===== src/rtl/dmem_port_arbiter.sv =====
// Two-port arbiter/sequencer in front of a single-ported data memory: p0 (LSU) has priority,
// p1 (DMA/debug) is protected by a starvation counter; illegal accesses are rejected with err.
module dmem_port_arbiter #(
  parameter int ADDR_W       = 32,
  parameter int DATA_W       = 32,
  parameter int STARVE_LIMIT = 4
) (
  input  logic              clk,
  input  logic              reset,
  input  logic              p0_valid,
  output logic              p0_ready,
  input  logic              p0_we,
  input  logic [2:0]        p0_funct3,
  input  logic [ADDR_W-1:0] p0_addr,
  input  logic [DATA_W-1:0] p0_wdata,
  output logic              p0_rvalid,
  output logic [DATA_W-1:0] p0_rdata,
  output logic              p0_err,
  input  logic              p1_valid,
  output logic              p1_ready,
  input  logic              p1_we,
  input  logic [2:0]        p1_funct3,
  input  logic [ADDR_W-1:0] p1_addr,
  input  logic [DATA_W-1:0] p1_wdata,
  output logic              p1_rvalid,
  output logic [DATA_W-1:0] p1_rdata,
  output logic              p1_err,
  output logic              mem_write_en,
  output logic [2:0]        s_type,
  output logic [2:0]        l_type,
  output logic [ADDR_W-1:0] mem_addr,
  output logic [DATA_W-1:0] mem_wdata,
  input  logic [DATA_W-1:0] mem_rdata
);

  localparam logic [3:0] LIMIT = 4'(STARVE_LIMIT);

  logic [3:0]        wait_cnt_q, wait_cnt_d;
  logic              gnt0, gnt1;
  logic              sel_we;
  logic [2:0]        sel_f3;
  logic [ADDR_W-1:0] sel_addr;
  logic [DATA_W-1:0] sel_wdata;
  logic              illegal;
  logic              legal_load;

  logic              p0_rvalid_q, p1_rvalid_q, p0_err_q, p1_err_q;
  logic [DATA_W-1:0] p0_rdata_q, p1_rdata_q;

  always_comb begin
    gnt0 = 1'b0;
    gnt1 = 1'b0;
    if (!reset) begin
      if (p0_valid && p1_valid) begin
        if (wait_cnt_q == LIMIT) gnt1 = 1'b1;
        else                     gnt0 = 1'b1;
      end else if (p0_valid) begin
        gnt0 = 1'b1;
      end else if (p1_valid) begin
        gnt1 = 1'b1;
      end
    end
  end

  assign p0_ready  = gnt0;
  assign p1_ready  = gnt1;
  assign sel_we    = gnt1 ? p1_we     : p0_we;
  assign sel_f3    = gnt1 ? p1_funct3 : p0_funct3;
  assign sel_addr  = gnt1 ? p1_addr   : p0_addr;
  assign sel_wdata = gnt1 ? p1_wdata  : p0_wdata;

  // Size comes from funct3[1:0]; size 11 is never legal, so only the type encodings need extra checks.
  always_comb begin
    illegal = 1'b0;
    if (sel_we && sel_f3 > 3'b010)                             illegal = 1'b1;
    if (!sel_we && (sel_f3 == 3'b011 || sel_f3[2:1] == 2'b11)) illegal = 1'b1;
    if (sel_f3[1:0] == 2'b01 && sel_addr[0])                   illegal = 1'b1;
    if (sel_f3[1:0] == 2'b10 && sel_addr[1:0] != 2'b00)        illegal = 1'b1;
  end

  assign legal_load = !sel_we && !illegal;

  always_comb begin
    mem_write_en = 1'b0;
    s_type       = 3'b010;
    l_type       = 3'b010;
    mem_addr     = '0;
    mem_wdata    = '0;
    if (gnt0 || gnt1) begin
      mem_addr  = sel_addr;
      mem_wdata = sel_wdata;
      if (!illegal) begin
        if (sel_we) begin
          mem_write_en = 1'b1;
          s_type       = sel_f3;
        end else begin
          l_type = sel_f3;
        end
      end
    end
  end

  always_comb begin
    wait_cnt_d = wait_cnt_q;
    if (!p1_valid || gnt1)     wait_cnt_d = 4'd0;
    else if (wait_cnt_q < LIMIT) wait_cnt_d = wait_cnt_q + 4'd1;
  end

  always_ff @(posedge clk or posedge reset) begin
    if (reset) begin
      wait_cnt_q  <= 4'd0;
      p0_rvalid_q <= 1'b0;
      p1_rvalid_q <= 1'b0;
      p0_err_q    <= 1'b0;
      p1_err_q    <= 1'b0;
      p0_rdata_q  <= '0;
      p1_rdata_q  <= '0;
    end else begin
      wait_cnt_q  <= wait_cnt_d;
      p0_rvalid_q <= gnt0;
      p1_rvalid_q <= gnt1;
      p0_err_q    <= gnt0 && illegal;
      p1_err_q    <= gnt1 && illegal;
      p0_rdata_q  <= (gnt0 && legal_load) ? mem_rdata : '0;
      p1_rdata_q  <= (gnt1 && legal_load) ? mem_rdata : '0;
    end
  end

  assign p0_rvalid = p0_rvalid_q;
  assign p1_rvalid = p1_rvalid_q;
  assign p0_err    = p0_err_q;
  assign p1_err    = p1_err_q;
  assign p0_rdata  = p0_rdata_q;
  assign p1_rdata  = p1_rdata_q;

endmodule


===== config.mk =====
export PLATFORM = sky130hd
export DESIGN_NAME = dmem_port_arbiter
export DESIGN_NICKNAME = d
export VERILOG_FILES = /design/src/rtl/dmem_port_arbiter.sv
export SDC_FILE = /design/constraint.sdc
export NUM_CORES = 1
export LEC_CHECK = 0
export ABC_AREA = 1
export BUFFER_PORTS_ARGS = -buffer_cell sky130_fd_sc_hd__clkbuf_2
export CORE_AREA = 2 2 122 124
export CTS_CLUSTER_DIAMETER = 50
export DETAILED_ROUTE_END_ITERATION = 8
export DIE_AREA = 0 0 124 126
export GPL_TIMING_DRIVEN = 0
export MAX_ROUTING_LAYER = met4
export PLACE_DENSITY = 0.64
export SLEW_MARGIN = 30
export SYNTH_ARGS = -nofsm -noshare
export SYNTH_HDL_FRONTEND = slang
export SYNTH_SLANG_ARGS = --single-unit

===== constraint.sdc =====
create_clock -name clk -period 5.5 [get_ports clk]
set_input_delay 0 -clock clk [delete_from_list [all_inputs] [get_ports clk]]
set_output_delay 0 -clock clk [all_outputs]
set_load 0.02 [all_outputs]

==> impl_results.md, run 1 <==
* Clock root buffer: clkbuf_16
* Vias at 4266
* FMAX at 414 MHz
* FF-to-FF End: p0_rdata[2]$_DFF_PP0_
* Core Footprint at 0.0143 mm²
* CP Capture Type: primary output
* Tot GR Track Use at 18.3%
* Final setup vio count at 0
* Worst Tran Pin Value at 0.570 ns
* Syn. warnings at 0
* Layout area overhead at 69.3%
* R2R depth at 13
* Register bit total from synthesis at 72
* Most frequent cells in the layout: clkbuf_2 (311), nand2_1 (143), nor2_1 (76)
* Worst Path Required at 5.50 ns
* Critical path class: reg2out
* Leading cell type in the layout, fill and taps excluded: clkbuf_2
* Tmin final at 2.42 ns
* Slew margin rel. at 62.0%
* Post-synth cell types at 23
* Post-CTS Setup Bufs at 0
* RSZ-0062 raised after global routing: no
* WL/cell at 13.9 µm
* Clock tree buffer depth at 2
* Total wire length at 14100 µm
* Worst skew pair latency at 0.33 ns
* Final nets at 996
* First-pass iteration count of the detailed router at 4
* Rows at 44
* Gate Count Post-Synth at 465
* Hold path cells at 4
* Initial antenna violation count at 2
* First-pass GRT wire length at 21300 µm
* Port Buf Inserts at 311
* Placed Instance Area at 0.00542 mm²
* HP Start: p1_we
* Flop-to-flop setup slack at 3.57 ns
* Static Leak at 3.71 nW
* Critical R2R Launch: wait_cnt_q[0]$_DFFE_PP0P_
* Die W at 124 µm
* Total grt overflow at 0
* Layout cell share with drive strength beyond 1 at 44.9%
* I/O pin count at 313
* Hold Crit Class: in2reg
* Worst-path fanout max at 10
* Initial Util at 25.2%
* Dpl hpwl at 11300 µm
* Largest net degree at the start of global routing at 51
* Hold Fails Final Rpt at 0
* Finished Cell Area at 0.00610 mm²
* Peak VDD IR at 0.140 mV
* Via density at 4.21
* Final Max Slew Viols at 0
* Arr. time, crit path at 2.42 ns
* Mean area per synthesized cell at 7.74 µm²
* Placed cell count at 961
* Residual DRC at 0
* Post-Synthesis Net Count at 639
* Routability cong. at 0.895
* Clock slew at reported path FFs at 0.05 ns
* Critical Path Source Type: register
* Clock sink count at 72
* Synthesized area at 0.00360 mm²
* DRT iter0 DRCs at 111
* Final clock period utilization by the worst path at 43.9%
* Worst Hold Path EP: p1_rdata[0]$_DFF_PP0_
* Setup Skew at 0.00473 ns
* Max_cap viols at 0
* Finished Layout Cells at 1013
* Tot Pwr at 1.50 mW
* Power per cell area at 245 mW/mm²
* CTS Buf Count at 9
* Die Y-Extent at 126 µm
* CTS tree: yes
* H-tree level count at 3
* Seq/Total Area, Yosys at 50.0%
* Post-route ant nets at 0
* Fin Setup TNS at 0 ns
* Status: complete, no violations
* DIE AREA at 0.0156 mm²
* Vias in the first global route at 4234
* Fill cells at 1512
==> cell usage after synthesis, drive strengths merged <==
cell type  number  area share (%)
a21oi          65             9.0
buf            25             4.6
clkbuf          3            0.31
conb            1            0.10
dfrtp          72              50
ha              2            0.69
inv            49             5.1
nand2         151              17
nand3           8             1.5
nand3b          3            0.63
nand4           2             1.2
nor2           77             8.5
nor3            4            0.56
o21ai           2            0.28
xor2            1            0.24
==> repair_timing <==
action	CTS	global route
hold endpoints to repair	90	0
hold buffers	34	0
resized for setup	0	0
==> layout make-up <==
type,instances,area [µm²],area share [%]
Tap cell,184,230,3.78
Buffer,28,176,2.89
Antenna cell,2,5.00,0.0821
Multi-Input combinational cell,316,1440,23.6
Inverter,49,186,3.06
Clock inverter,4,76.3,1.25
Clock buffer,12,256,4.21
Sequential cell,72,1800,29.6
Timing Repair Buffer,346,1920,31.6
==> critical path, stage by stage (launching register included) <==
cell	delay [ns]
dfrtp_1	0.38
inv_1	0.09
ha_1	0.18
nand3_2	0.11
nand2_4	0.15
nand2_8	0.09
inv_2	0.09
buf_2	0.24
buf_2	0.25
nand2_1	0.09
a21oi_1	0.20
clkbuf_2	0.21
==> layer usage <==
layer	wire, µm	global-route usage (%)	vias to the layer above
met4	335	6.94	0
met1	5440	19.8	1896
met2	7000	31.8	216
met5	0	-	-
li1	-	-	2129
met3	1300	4.71	25
==> state kept, by name, summed over array words and instances (netlist names) <==
name        flops
p1_rvalid       1
p0_rvalid       1
p0_rdata       32
p1_err          1
wait_cnt_q      4
p0_err          1
p1_rdata       32
==> logic make-up (layout without fill, tap and decap cells) <==
kind of cell / count (synthesis) / count (layout) / share of synthesized area [%]
adders and majority gates: 2 / 2 / 0.695
and+or+nand+nor: 245 / 245 / 29.6
xor gates and xnor gates: 1 / 1 / 0.243
other: 1 / 3 / 0.104
AOI/OAI and AO/OA: 67 / 67 / 9.31
DFF: 72 / 72 / 50.0
buffers and inverters: 77 / 439 / 10.0
==> metrics by stage <==
step / hold slack, ns / setup slack, ns / util, %
floorplan: 0.129 / 3.68 / -
global placement: 0.221 / 2.80 / 37.6
detailed placement: 0.0718 / 3.38 / 37.8
CTS: 0.0694 / 3.01 / 42.6
global route: 0.108 / 2.87 / 42.6
finish: 0.0694 / 3.08 / 42.6
==> worst max path at each step <==
stage | from | endpoint | slack (ns) | cells past startpoint
after global routing | wait_cnt_q[0]$_DFFE_PP0P_ | mem_wdata[24] | 2.87 | 11
after detailed placement | wait_cnt_q[0]$_DFFE_PP0P_ | mem_wdata[24] | 3.38 | 11
final | wait_cnt_q[0]$_DFFE_PP0P_ | mem_addr[30] | 3.08 | 11
after floorplan | reset | p0_err$_DFF_PP0_ | 3.68 | 1
after CTS | wait_cnt_q[0]$_DFFE_PP0P_ | mem_wdata[24] | 3.01 | 11
after global placement | reset | p0_rdata[13]$_DFF_PP0_ | 2.80 | 2
==> report_power, final <==
group	internal (mW)	leakage [nW]	switching [mW]
registers	0.539	0.998	0.00334
logic	0.129	2.55	0.194
clock network	0.422	0.159	0.208
Power figures use the tool's default switching activity.
==> inputs of run 2 (changes only) <==
Settings changed: CORE_AREA 2 2 122 124 to 2 2 123 125, DIE_AREA 0 0 124 126 to 0 0 125 127, PLACE_DENSITY 0.64 to 0.63.
Clock period 5.5 ns to 2.37 ns, I/O delays scaled along.
==> impl_results.md, run 2 (same netlist as run 1, synthesis figures left out) <==
* Via density at 4.24 (was 4.21)
* H-tree level count at 3 (unchanged)
* Residual DRC at 0 (unchanged)
* Slew margin rel. at 60.5% (was 62.0%)
* Worst Tran Pin Value at 0.592 ns (was 0.570 ns)
* CP Capture Type: primary output (unchanged)
* First-pass GRT wire length at 22500 µm (was 21300 µm)
* Final Max Slew Viols at 0 (unchanged)
* Total grt overflow at 0 (unchanged)
* Rows at 44 (unchanged)
* RSZ-0062 raised after global routing: no (unchanged)
* Worst Path Required at 2.37 ns (was 5.50 ns)
* Tmin final at 2.21 ns
* WL/cell at 14.3 µm (was 13.9 µm)
* Layout cell share with drive strength beyond 1 at 45.5% (was 44.9%)
* Status: complete, no violations (unchanged)
* R2R depth at 12 (was 13)
* Critical Path Source Type: register (unchanged)
* Fin Setup TNS at 0 ns (unchanged)
* Initial Util at 25.0% (was 25.2%)
* Clock slew at reported path FFs at 0.05 ns (about the same)
* Peak VDD IR at 0.407 mV (was 0.140 mV)
* Critical path class: reg2out (unchanged)
* CP Launch Point: wait_cnt_q[0]$_DFFE_PP0P_ (unchanged)
* CTS tree: yes (unchanged)
* Final core occ at 42.9% (was 42.6%)
* DIE AREA at 0.0159 mm² (was 0.0156 mm²)
* Fill cells at 1502 (was 1512)
* Final nets at 997 (was 996)
* Die W at 125 µm (was 124 µm)
* FF-to-FF End: p0_rdata[10]$_DFF_PP0_ (was p0_rdata[2]$_DFF_PP0_)
* Static Leak at 3.75 nW (was 3.71 nW)
* Layout area overhead at 71.9% (was 69.3%)
* Largest net degree at the start of global routing at 53 (was 51)
* Post-route ant nets at 0 (unchanged)
* Total wire length at 14500 µm (was 14100 µm)
* DRT iter0 DRCs at 138 (was 111)
* Worst Setup EP: mem_wdata[5] (was mem_addr[30])
* Core Footprint at 0.0144 mm² (was 0.0143 mm²)
* Initial antenna violation count at 2 (unchanged)
* Hold Crit Class: in2reg (unchanged)
* Worst-path fanout max at 10 (unchanged)
* Worst path cell trace: inv_1 -> ha_1 -> nand3_2 -> nand2_4 -> nand2_8 -> inv_2 -> buf_6 -> buf_4 -> nand2_1 -> a21oi_1 -> buf_2 (was inv_1 -> ha_1 -> nand3_2 -> nand2_4 -> nand2_8 -> inv_2 -> buf_2 -> buf_2 -> nand2_1 -> a21oi_1 -> clkbuf_2)
* Clock sink count at 72 (unchanged)
* Tot GR Track Use at 18.3% (about the same)
* Leading cell type in the layout, fill and taps excluded: clkbuf_2 (unchanged)
* Flop-to-flop setup slack at 0.43 ns (was 3.57 ns)
* Critical R2R Launch: wait_cnt_q[0]$_DFFE_PP0P_ (unchanged)
* Finished Layout Cells at 1014 (was 1013)
* I/O pin count at 313 (unchanged)
* Final clock period utilization by the worst path at 93.2%
* Routability cong. at 0.892 (was 0.895)
* Max_cap viols at 0 (unchanged)
* Tot Pwr at 3.58 mW (was 1.50 mW)
* Critical Path Max Stage Delay at 0.38 ns (about the same)
* FMAX at 453 MHz
* Setup Skew at 0.00404 ns (was 0.00473 ns)
* Final hold slack at 0.0747 ns (was 0.0694 ns)
* Most frequent cells in the layout: clkbuf_2 (299), nand2_1 (142), nor2_1 (76) (was clkbuf_2 (311), nand2_1 (143), nor2_1 (76))
* Die Y-Extent at 127 µm (was 126 µm)
* Dpl hpwl at 11600 µm (was 11300 µm)
* First-pass iteration count of the detailed router at 4 (unchanged)
* Vias in the first global route at 4399 (was 4234)
* Port Buf Inserts at 311 (unchanged)
* Clock root buffer: clkbuf_16 (unchanged)
* Placed cell count at 961 (unchanged)
* Slowest-stage cell, CP: dfrtp_1 (unchanged)
* Arr. time, crit path at 2.21 ns (was 2.42 ns)
* CTS Buf Count at 9 (unchanged)
* Final setup vio count at 0 (unchanged)
* Worst skew pair latency at 0.33 ns (about the same)
* Clock tree buffer depth at 2 (unchanged)
* Hold Fails Final Rpt at 0 (unchanged)
* Vias at 4304 (was 4266)
* Power per cell area at 579 mW/mm² (was 245 mW/mm²)
run 2: final cells by class:
cell class	count	area [µm²]	share of cell area, %
Timing Repair Buffer	347	1940	31.4
Sequential cell	72	1800	29.1
Multi-Input combinational cell	316	1460	23.6
Clock buffer	11	243	3.92
Tap cell	184	230	3.72
Buffer	28	210	3.40
Inverter	49	189	3.05
Clock inverter	5	104	1.68
Antenna cell	2	5.00	0.0808
run 2: metal layers:
layer  global-route usage (%)  part of all wire [%]
met2                     32.6                    51
met3                     3.56                   6.7
met4                     6.27                   2.3
met5                        -                     0
met1                     20.8                    40
run 2: power breakdown:
| part | switching [mW] | internal, mW |
|---|---|---|
| clock network | 0.497 | 1.06 |
| logic | 0.458 | 0.312 |
| registers | 0.00778 | 1.25 |
run 2: worst min path at each step:
stage | startpoint | endpoint | slack [ns] | cells past startpoint
2_1_floorplan | mem_rdata[10] | p0_rdata[10]$_DFF_PP0_ | 0.13 | 2
3_3_place_gp | mem_rdata[13] | p1_rdata[13]$_DFF_PP0_ | 0.22 | 3
3_5_place_dp | reset | wait_cnt_q[2]$_DFFE_PP0P_ | 0.06 | 2
4_1_cts | p0_valid | p0_err$_DFF_PP0_ | 0.07 | 5
5_1_grt | p1_we | p1_rdata[31]$_DFF_PP0_ | 0.10 | 4
6_report | p0_valid | p0_err$_DFF_PP0_ | 0.07 | 5
run 2: through the flow:
step | area (µm²) | setup slack, ns
floorplan | 3600 | 0.545
global placement | 5390 | -0.367
detailed placement | 5420 | 0.255
CTS | 6120 | 0.0140
global route | 6190 | 0.000969
finish | 6190 | 0.162
run 2: worst max-delay path: cells and delay by family, from the launching register on:
family	cells	cell delay (ns)
flops	1	0.38
buf+inv	5	0.74
compound gates	1	0.17
fa+ha+maj	1	0.18
simple gates	4	0.41
run 2: timing repair:
item                                    CTS  global route
hold buffers                             34             0
endpoints found under the hold margin    88             0
buffers inserted                          0             1
endpoints found under the setup margin   21            57
gates resized for setup                   6            34
